<file path="config.mk">
export PLATFORM = sky130hd
export DESIGN_NAME = apb_event_sync
export DESIGN_NICKNAME = d
export VERILOG_FILES = /design/src/rtl/apb_event_sync_pkg.sv /design/src/rtl/event_edge_sync.sv /design/src/rtl/apb_event_sync.sv
export SDC_FILE = /design/constraint.sdc
export NUM_CORES = 1
export LEC_CHECK = 0
export ABC_AREA = 1
export BUFFER_PORTS_ARGS = -buffer_cell sky130_fd_sc_hd__clkbuf_2
export CORE_MARGIN = 2
export CORE_UTILIZATION = 55
export DETAILED_ROUTE_END_ITERATION = 8
export HOLD_SLACK_MARGIN = 0.06
export MAX_ROUTING_LAYER = met4
export PLACE_DENSITY = 0.84
export SYNTH_ARGS = -nofsm -noshare
export SYNTH_HDL_FRONTEND = slang
export SYNTH_SLANG_ARGS = --single-unit
</file>
<file path="constraint.sdc">
create_clock -name HCLK -period 1.3 [get_ports HCLK]
set_clock_uncertainty 0.1 [all_clocks]
set_input_delay 0.065 -clock HCLK [delete_from_list [all_inputs] [get_ports HCLK]]
set_output_delay 0.065 -clock HCLK [all_outputs]
set_load 0.01 [all_outputs]
</file>
<file path="src/rtl/apb_event_sync_pkg.sv">
// Register map shared by the APB event synchroniser and anything that programs it.
// Offsets are word indices taken from PADDR[4:2].
package apb_event_sync_pkg;

   localparam int unsigned REG_IDX_W = 3;

   localparam logic [REG_IDX_W-1:0] REG_RISE_EN = 3'd0;  // 0x00
   localparam logic [REG_IDX_W-1:0] REG_FALL_EN = 3'd1;  // 0x04
   localparam logic [REG_IDX_W-1:0] REG_PENDING = 3'd2;  // 0x08
   localparam logic [REG_IDX_W-1:0] REG_SWSET   = 3'd3;  // 0x0C
   localparam logic [REG_IDX_W-1:0] REG_LEVEL   = 3'd4;  // 0x10

endpackage

</file>
<file path="src/rtl/event_edge_sync.sv">
// Per-line multi-flop synchroniser followed by a one-cycle history flop, giving
// unqualified rising/falling edge strobes on the synchronised level.
module event_edge_sync #(
   parameter int unsigned N_LINES     = 32,
   parameter int unsigned SYNC_STAGES = 2
) (
   input  logic               HCLK,
   input  logic               HRESETn,
   input  logic [N_LINES-1:0] async_i,
   output logic [N_LINES-1:0] sync_o,
   output logic [N_LINES-1:0] rise_raw_o,
   output logic [N_LINES-1:0] fall_raw_o
);

   logic [N_LINES-1:0] prev_q;

   genvar gi;
   generate
      for (gi = 0; gi < N_LINES; gi++) begin : g_line
         // Bit 0 is the metastability-catching stage; the MSB is the usable level.
         logic [SYNC_STAGES-1:0] chain_q;

         always_ff @(posedge HCLK or negedge HRESETn) begin
            if (!HRESETn) begin
               chain_q <= '0;
            end else begin
               chain_q <= {chain_q[SYNC_STAGES-2:0], async_i[gi]};
            end
         end

         assign sync_o[gi] = chain_q[SYNC_STAGES-1];
      end
   endgenerate

   always_ff @(posedge HCLK or negedge HRESETn) begin
      if (!HRESETn) begin
         prev_q <= '0;
      end else begin
         prev_q <= sync_o;
      end
   end

   assign rise_raw_o = sync_o & ~prev_q;
   assign fall_raw_o = ~sync_o & prev_q;

endmodule

</file>
<file path="src/rtl/apb_event_sync.sv">
// APB-programmable edge detector for asynchronous event lines: enables, sticky
// PENDING (irq_o) and a registered one-cycle event_o pulse per detected edge.
module apb_event_sync
   import apb_event_sync_pkg::*;
#(
   parameter int unsigned APB_ADDR_WIDTH = 12,
   parameter int unsigned N_LINES        = 32,
   parameter int unsigned SYNC_STAGES    = 2
) (
   input  logic                      HCLK,
   input  logic                      HRESETn,
   input  logic [APB_ADDR_WIDTH-1:0] PADDR,
   input  logic [31:0]               PWDATA,
   input  logic                      PWRITE,
   input  logic                      PSEL,
   input  logic                      PENABLE,
   output logic [31:0]               PRDATA,
   output logic                      PREADY,
   output logic                      PSLVERR,
   input  logic [N_LINES-1:0]        evt_async_i,
   output logic [N_LINES-1:0]        event_o,
   output logic [N_LINES-1:0]        irq_o
);

   logic [N_LINES-1:0]   rise_en_q, rise_en_d;
   logic [N_LINES-1:0]   fall_en_q, fall_en_d;
   logic [N_LINES-1:0]   pending_q, pending_d;
   logic [N_LINES-1:0]   event_q, event_d;

   logic [N_LINES-1:0]   sync_lvl, rise_raw, fall_raw;
   logic [N_LINES-1:0]   hw_evt, sw_set, w1c;
   logic [N_LINES-1:0]   wdata_n, rdata_n;
   logic [REG_IDX_W-1:0] reg_idx;
   logic                 wr_en;
   logic                 bus_unused;

   event_edge_sync #(
      .N_LINES     (N_LINES),
      .SYNC_STAGES (SYNC_STAGES)
   ) u_edge_sync (
      .HCLK       (HCLK),
      .HRESETn    (HRESETn),
      .async_i    (evt_async_i),
      .sync_o     (sync_lvl),
      .rise_raw_o (rise_raw),
      .fall_raw_o (fall_raw)
   );

   assign reg_idx    = PADDR[4:2];
   assign wr_en      = PSEL & PENABLE & PWRITE;
   assign wdata_n    = PWDATA[N_LINES-1:0];
   assign bus_unused = ^{PADDR, PWDATA};

   assign hw_evt = (rise_raw & rise_en_q) | (fall_raw & fall_en_q);
   assign sw_set = (wr_en && reg_idx == REG_SWSET)   ? wdata_n : '0;
   assign w1c    = (wr_en && reg_idx == REG_PENDING) ? wdata_n : '0;

   always_comb begin
      rise_en_d = rise_en_q;
      fall_en_d = fall_en_q;
      if (wr_en && reg_idx == REG_RISE_EN) begin
         rise_en_d = wdata_n;
      end
      if (wr_en && reg_idx == REG_FALL_EN) begin
         fall_en_d = wdata_n;
      end
      // New events win over a simultaneous clear so nothing is dropped.
      pending_d = (pending_q & ~w1c) | hw_evt | sw_set;
      event_d   = hw_evt | sw_set;
   end

   always_ff @(posedge HCLK or negedge HRESETn) begin
      if (!HRESETn) begin
         rise_en_q <= '0;
         fall_en_q <= '0;
         pending_q <= '0;
         event_q   <= '0;
      end else begin
         rise_en_q <= rise_en_d;
         fall_en_q <= fall_en_d;
         pending_q <= pending_d;
         event_q   <= event_d;
      end
   end

   always_comb begin
      rdata_n = '0;
      if (PSEL) begin
         case (reg_idx)
            REG_RISE_EN: rdata_n = rise_en_q;
            REG_FALL_EN: rdata_n = fall_en_q;
            REG_PENDING: rdata_n = pending_q;
            REG_LEVEL:   rdata_n = sync_lvl;
            default:     rdata_n = '0;
         endcase
      end
   end

   assign PRDATA  = 32'(rdata_n);
   assign PREADY  = 1'b1;
   assign PSLVERR = 1'b0;
   assign event_o = event_q;
   assign irq_o   = pending_q;

endmodule

</file>
After elaboration in Yosys (flattened, before gate mapping) --
Index checks and enable logic that the tools add are counted.
Storage, ports and cells: register bits 224, bits of input ports 81, output and inout bits 98, word-level logic and storage cells 64
Cells by class: equality and inequality tests 4, mux-type cells 4, bitwise logic cells 14, reductions and logical operators 5
Operator list (count):
- AND 32 bit | 5
- OR 32 bit | 4
- case mux 32 bit (4 select lines) | 1
- two-way mux 32 bit | 3
- inverter 32 bit | 3
- == test 3 x 2 -> 1 bit, second input constant | 2
- logical AND 1 bit | 4
- == test 3 x 1 -> 1 bit, second input constant | 1
- == test 3 bit, second input constant | 1
- zero test 3 bit | 1
- AND 1 bit | 2

Longest topological paths before layout --
Gate-level depths: netlist of the first run.
depth in word-level cells 8, depth in mapped cells 8, depth with buffers taken out 6

Modules after synthesis --
Synthesis of the first run repeated with hierarchy kept, for this count alone.
Unflattened totals: cell total of the unflattened synthesis 1193, area, all modules 10003.3 um2
Modules (own cells, without submodules):
- apb_event_sync | instances 1, cells each 937, area an instance 6880.3 um2, seq. area each 3203.1 um2
- event_edge_sync | instances 1, cells each 256, area an instance 3123.0 um2, seq. area each 2402.3 um2

Worst setup path after synthesis of the first run --
No wires, ideal clock.
path kind input to output, start point in PADDR[3], end point out PRDATA[11], arrival 0.953 ns, required time 1.135 ns, slack 0.182 ns, cell stages on the path 8, path buffers 3, cell sequence buf_4 > nor2_4 > buf_4 > buf_2 > nand3_1 > nand2_1 > nor2_1 > nor2_1
On the way: longest elaborated chain between the ends 3, elaborated cells on any way between the ends 6, classes of those cells 3 x eq/ne; 2 x mux; 1 x reduce/logical
Ends and longest elaborated chain:
- from (decl) | RTL line apb_event_sync.sv:12 | input logic [APB_ADDR_WIDTH-1:0] PADDR,
- == test 3 bit, or another cell as far along | RTL line apb_event_sync.sv:89 | case (reg_idx)
- case mux 32 bit (4 select lines) * | RTL line apb_event_sync.sv:89
- two-way mux 32 bit * | RTL line apb_event_sync.sv:88 | if (PSEL) begin
- to (decl) | RTL line apb_event_sync.sv:17 | output logic [31:0] PRDATA,
Mark *: on every way between the ends. The rest lies on a longest branch, timed or not.

Worst setup path in the final report of the first run --
start point reg u_edge_sync.g_line[4].chain_q[1], end point out PRDATA[4]
On the way: longest elaborated chain between the ends 2
Ends and longest elaborated chain:
- from (decl) | RTL line event_edge_sync.sv:21 | logic [SYNC_STAGES-1:0] chain_q;
- from (signal assigned) | RTL line event_edge_sync.sv:27 | chain_q <= {chain_q[SYNC_STAGES-2:0], async_i[gi]};
- case mux 32 bit (4 select lines) | RTL line apb_event_sync.sv:89
- two-way mux 32 bit | RTL line apb_event_sync.sv:88
No other way between the ends.

==> results of run 1 <==
-- what timing repair did --
item	in CTS	in global routing
setup endpoints to repair	32	70
endpoints found under the hold margin	384	37
setup buffers	95	44
pin swaps	85	70
gates resized for setup	9	157
cloned	0	0
-- sequential cells by signal, indices dropped and copies added (netlist names) --
name / count
irq_o: 32
rise_en_q: 32
u_edge_sync.prev_q: 32
u_edge_sync.g_line.chain_q: 64
fall_en_q: 32
event_o: 32
-- synth_stat cells --
cell      instances  area share
buf_2            23       0.012
nand3_2           1      0.0011
conb_1            2     0.00081
clkbuf_4          1     0.00081
nor2_2            2      0.0013
nor2_4            2      0.0024
inv_1           127       0.051
dfrtp_1         224        0.60
o21ai_1          32       0.017
inv_2             4      0.0016
a21oi_1           2      0.0011
nand3_4           1      0.0019
buf_4            13       0.011
nand3_1         130       0.070
buf_1             2     0.00081
nand2_1         289        0.12
nand4_1          32       0.022
nor2_1           68       0.027
clkbuf_1         18      0.0073
o21ai_0          92       0.050
-- cell type report --
cell class                 count  share of cell area
clock buffer                  35              0.0522
clock inverter                 6             0.00622
inverter                     131              0.0365
multi-input combinational    653               0.222
sequential                   224               0.416
tap                          220              0.0204
timing repair buffer         401               0.246
-- worst paths after layout --
| check | cells past startpoint | endpoint | start |
|---|---|---|---|
| worst max-delay path | 5 | PRDATA[4] | u_edge_sync.g_line[4].chain_q[1] |
| worst min-delay path | 2 | irq_o[0] | HRESETn |
| worst max register to register | 7 | event_o[4] | fall_en_q[4] |
| worst min register to register | 0 | u_edge_sync.g_line[7].chain_q[1] | u_edge_sync.g_line[7].chain_q[0] |
| max in group asynchronous | 3 | u_edge_sync.prev_q[0] | HRESETn |
| min in group HCLK | 2 | u_edge_sync.g_line[26].chain_q[0] | evt_async_i[26] |
-- per-layer routing --
metal | vias to the layer above | GRT usage | wire [µm]
met1 | 4481 | 0.390 | 11000
met4 | 0 | 0.158 | 1560
met3 | 183 | 0.0552 | 2920
met2 | 743 | 0.548 | 15400
met5 | - | - | 0
li1 | 4123 | - | -
-- kinds of logic after synthesis --
logic type      count (synthesis)  synth area share
simple gates                  525             0.243
compound gates                126            0.0679
other cells                     2          0.000809
buf+inv                       188            0.0848
flops                         224             0.604
-- through the flow --
| stage | setup slack [ps] | setup TNS, ps | utilization | hold slack, ps | area (µm²) |
|---|---|---|---|---|---|
| final | -351 | -8510 | 0.815 | -41.1 | 13500 |
| after global routing | -436 | -11540 | 0.815 | -26.6 | 13500 |
| after CTS | -262 | -7750 | 0.779 | -37.8 | 12900 |
| after detailed placement | -37.3 | -442 | 0.647 | -99.6 | 10700 |
| after global placement | 13.1 | 0 | 0.647 | -102 | 10700 |
| after floorplan | 182 | 0 | - | -331 | 9280 |
-- power groups by stage --
stage,logic [mW],clock network (mW),registers (mW)
floorplan,1.00,0,8.12
global route,3.30,7.27,8.08
CTS,2.62,6.81,7.97
detailed placement,1.90,0,8.19
finish,3.04,6.89,8.03
global placement,1.81,0,8.15
==> run_results.csv, run 1 <==
group,metric,value,unit
floorplanning,dieWidth,134,µm
synthesis,yosys_warnings,0,
power,ir_drop,1140,µV
placed_design,dpl.hpwl,16100,µm
detailed_routing,via_count,9530,
grt,grt_pass1_wl,45500,µm
worst_setup_path,crit_buf_inv,1,
power,power_frac_seq,0.447,
timing,rsz0062_at_grt,"true",
timing,holdWs,-41.1,ps
timing,hold_viol_final,37,
power,p_comb_frac,0.169,
floorplanning,rows,47,
detailed_routing,via_per_inst,5.71,
job,drv_cap,0,
grt,globalRouteOverflowTotal,0,
worst_setup_path,worstPathArrival,1490,ps
worst_setup_path,path_class,"reg2out",
status,status,"finished, violations left",
worst_setup_path,path_cells,"nand3_1 > nand2_1 > nor2_1 > nor2_1 > clkbuf_2",
placed_design,port-buffer-count,167,
synthesis,seq_area_frac_synth,0.604,
detailed_routing,first_pass_iters,6,
power,p_leak,7.14,nW
cts,htreeDepth,1,
grt,grt_pass1_vias,9344,
worst_setup_path,path_max_fanout,4,
worst_setup_path,critPathSlowestCell,"dfrtp_1",
cts,clk_pin_slew,60,ps
worst_setup_path,crit_family,"flip-flops",
worst_setup_path,max_stage_delay,430,ps
cells_and_area,nFillCells,866,
cells_and_area,layout_commonest_cell,"nand2_1",
cells_and_area,synthToLayoutAreaGrowth,45.1,%
power,p_int,13.2,mW
cts,tritoncts,"built",
synthesis,avgSynthCellArea,8.72,µm²
cts,clock_latency,510,ps
floorplanning,start_util,0.562,
placed_design,dp.cells,1438,
timing,period_share,1.27,
cts,cts_inserted_buffers,24,
worst_hold_path,hp-class,"in2async",
cells_and_area,diodes,0,
synthesis,syn_area,9280,µm²
power,powerDensity,1330,nW/µm²
grt,antenna_found_initial,0,
timing,fmax,606,MHz
timing,final-setup-viol-count,56,
grt,grt_max_degree,47,
power,total_power,18.0,mW
worst_setup_path,rrSetupSlack,-30,ps
detailed_routing,ant_nets,0,
floorplanning,design.core.area,16500,µm²
worst_setup_path,required,1130,ps
power,clock_power_share,0.384,
cells_and_area,regArea,5610,µm²
power,switching_share,0.267,
timing,worst_slack,-351,ps
detailed_routing,drc_errors,0,
cells_and_area,mostFrequentLayoutCells,"nand2_1, dfrtp_1, inv_1, nand3_1, buf_4",
cells_and_area,fin_cells,1670,
synthesis,synthCells,1065,
floorplanning,ios,179,
cts,hold_buffers,65,
worst_setup_path,path_common_cell,"nor2_1",
status,violations,"hold timing, setup timing",
synthesis,synth_cell_types,20,
floorplanning,die_y,134,µm
timing,min_period,1650,ps
cells_and_area,nets,1516,
synthesis,synth_fp_nets,1146,
grt,grtUsageTotal,0.328,
placed_design,gp_congestion,0.807,
worst_setup_path,cp-end-kind,"primary output",
cells_and_area,final_layout_size_suffix_gt1_frac,0.283,
synthesis,ys_seq_elements,224,
power,switchingPower,4.80,mW
worst_setup_path,crit_path_start_kind,"flop",
detailed_routing,drt_wl_total,30900,µm
cts,clock-sinks,224,
floorplanning,die_area,17900,µm²
cells_and_area,multiInputGateArea,3000,µm²
detailed_routing,drt_iter0_markers,1228,
cts,root_buffer,"clkbuf_16",
detailed_routing,routedWlPerCell,18.5,µm
cts,clockBufferDepth,3,
timing,slew_violations,0,
No activity file was read; power rests on OpenSTA's default activity.
==> run 2, diff against run 1 <==
--- a/config.mk
+++ b/config.mk
@@ -6,13 +6,14 @@
 export NUM_CORES = 1
 export LEC_CHECK = 0
 export ABC_AREA = 1
-export BUFFER_PORTS_ARGS = -buffer_cell sky130_fd_sc_hd__clkbuf_2
 export CORE_MARGIN = 2
 export CORE_UTILIZATION = 55
 export DETAILED_ROUTE_END_ITERATION = 8
+export DONT_BUFFER_PORTS = 1
 export HOLD_SLACK_MARGIN = 0.06
 export MAX_ROUTING_LAYER = met4
-export PLACE_DENSITY = 0.84
+export PLACE_DENSITY = 0.75
+export SKIP_CTS_REPAIR_TIMING = 1
 export SYNTH_ARGS = -nofsm -noshare
 export SYNTH_HDL_FRONTEND = slang
 export SYNTH_SLANG_ARGS = --single-unit
==> run_results.csv, run 2 (synthesis gave the netlist of run 1 again) <==
group,metric,value,unit
status,status,"finished, violations left",
status,violations,"hold timing, setup timing",
grt,grt_pass1_wl,36600,µm
timing,holdWs,-858,ps
floorplanning,design.core.area,16500,µm²
timing,min_period,1570,ps
detailed_routing,drc_errors,0,
detailed_routing,drt_iter0_markers,632,
detailed_routing,via_per_inst,5.44,
timing,fmax,638,MHz
worst_setup_path,worstPathArrival,1870,ps
cells_and_area,synthToLayoutAreaGrowth,25.9,%
floorplanning,ios,179,
placed_design,port-buffer-count,0,
placed_design,dpl.hpwl,13700,µm
floorplanning,dieWidth,134,µm
timing,hold_viol_final,224,
timing,period_share,1.21,
detailed_routing,via_count,7689,
worst_setup_path,path_max_fanout,35,
worst_hold_path,hp-class,"in2async",
worst_setup_path,worstReg2RegStart,"fall_en_q[15]",
cts,clock-sinks,224,
detailed_routing,first_pass_iters,5,
cells_and_area,nets,1258,
cells_and_area,finalInstanceArea,11700,µm²
power,p_int,12.6,mW
cts,root_buffer,"clkbuf_16",
grt,globalRouteOverflowTotal,0,
floorplanning,die_y,134,µm
cts,clock_latency,520,ps
cts,clk_pin_slew,60,ps
floorplanning,rows,47,
cells_and_area,fin_cells,1414,
cells_and_area,mostFrequentLayoutCells,"nand2_1, dfrtp_1, nand3_1, inv_1, dlygate4sd3_1",
cells_and_area,final_layout_size_suffix_gt1_frac,0.103,
power,ir_drop,1170,µV
power,p_comb_frac,0.096,
timing,setup_tns,-7950,ps
power,total_power,16.8,mW
timing,slew_violations,0,
worst_setup_path,path_class,"in2reg",
cts,clockBufferDepth,3,
power,switchingPower,4.16,mW
power,powerDensity,1430,nW/µm²
cts,htreeDepth,1,
cells_and_area,layout_commonest_cell,"nand2_1",
worst_setup_path,reg2reg_depth,6,
timing,rsz0062_at_grt,"true",
detailed_routing,routedWlPerCell,17.5,µm
grt,antenna_found_initial,1,
placed_design,placed_area,9580,µm²
timing,tightest_slew,614,ps
cts,cts_inserted_buffers,24,
grt,grtUsageTotal,0.265,
timing,final-setup-viol-count,42,
placed_design,dp.cells,1254,
timing,slew_headroom,0.591,
worst_setup_path,cp-end-kind,"flop",
worst_setup_path,r2r_end,"irq_o[15]",
placed_design,gp_congestion,0.791,
detailed_routing,drt_wl_total,24800,µm
power,clock_power_share,0.418,
cts,tritoncts,"built",
grt,grt_max_degree,225,
power,p_leak,5.77,nW
job,drv_cap,0,
cells_and_area,largest_reg_flops,64,
worst_setup_path,required,1610,ps
floorplanning,start_util,0.562,
detailed_routing,ant_nets,0,
floorplanning,die_area,17900,µm²
power,switching_share,0.248,
worst_setup_path,crit_path_start_kind,"input port",
grt,grt_pass1_vias,7134,
cells_and_area,regMostFlops,"u_edge_sync.g_line.chain_q",
timing,worst_slack,-268,ps
power,power_frac_seq,0.486,
worst_setup_path,rrSetupSlack,120,ps
## run 2: cell types whose count changed in the layout (fill, tap and decap cells not counted), sizes merged
cell,delta
diode,+1
inv,-1
clkbuf,-110
dlygate4sd3,+52
buf,-200
clkinv,+2
## run 2: layout make-up
cell class | instances | area [µm²]
Multi-Input combinational cell | 653 | 2990
Antenna cell | 1 | 2.50
Tap cell | 220 | 275
Timing Repair Buffer | 143 | 1480
Inverter | 131 | 492
Sequential cell | 224 | 5620
Clock buffer | 35 | 732
Clock inverter | 7 | 96.3
Fill cell | 1155 | 4830
## run 2: metal layers
| layer | vias up | routed length, µm | track usage |
|---|---|---|---|
| met2 | 345 | 12100 | 0.414 |
| met4 | 0 | 601 | 0.0946 |
| met3 | 64 | 1960 | 0.0540 |
| met5 | - | 0 | - |
| met1 | 3676 | 10100 | 0.348 |
| li1 | 3604 | - | - |
## run 2: worst max-delay path, stage by stage
cell and delay [ps]:
inv_2 110, nand3_1 130, nor2_4 140, buf_12 190, dlygate4sd3_1 940, nand2_1 120, nand2_1 100, nand2_1 70
## run 2: through the flow
step | setup WS (ps) | utilization | hold slack (ps)
2_1_floorplan | 182 | - | -331
3_3_place_gp | 175 | 0.580 | -325
3_5_place_dp | 121 | 0.580 | -325
4_1_cts | -315 | 0.630 | -880
5_1_grt | -335 | 0.707 | -875
6_report | -268 | 0.707 | -858
## run 2: how the worst max path moves through the flow
stage	start	end	cells past startpoint
after floorplan	PADDR[3]	PRDATA[11]	8
after global placement	PADDR[2]	rise_en_q[25]	6
after detailed placement	PADDR[2]	rise_en_q[29]	6
after CTS	irq_o[0]	PRDATA[0]	5
after global routing	PADDR[4]	irq_o[5]	8
final	PADDR[4]	irq_o[2]	8
## run 2: power groups by stage
stage          clock network (mW)  logic (mW)  registers (mW)
2_1_floorplan                   0        1.00            8.12
3_3_place_gp                    0        1.20            8.23
3_5_place_dp                    0        1.25            8.25
4_1_cts                      7.09        1.26            8.14
5_1_grt                      7.39        1.82            8.23
6_report                     7.00        1.60            8.15
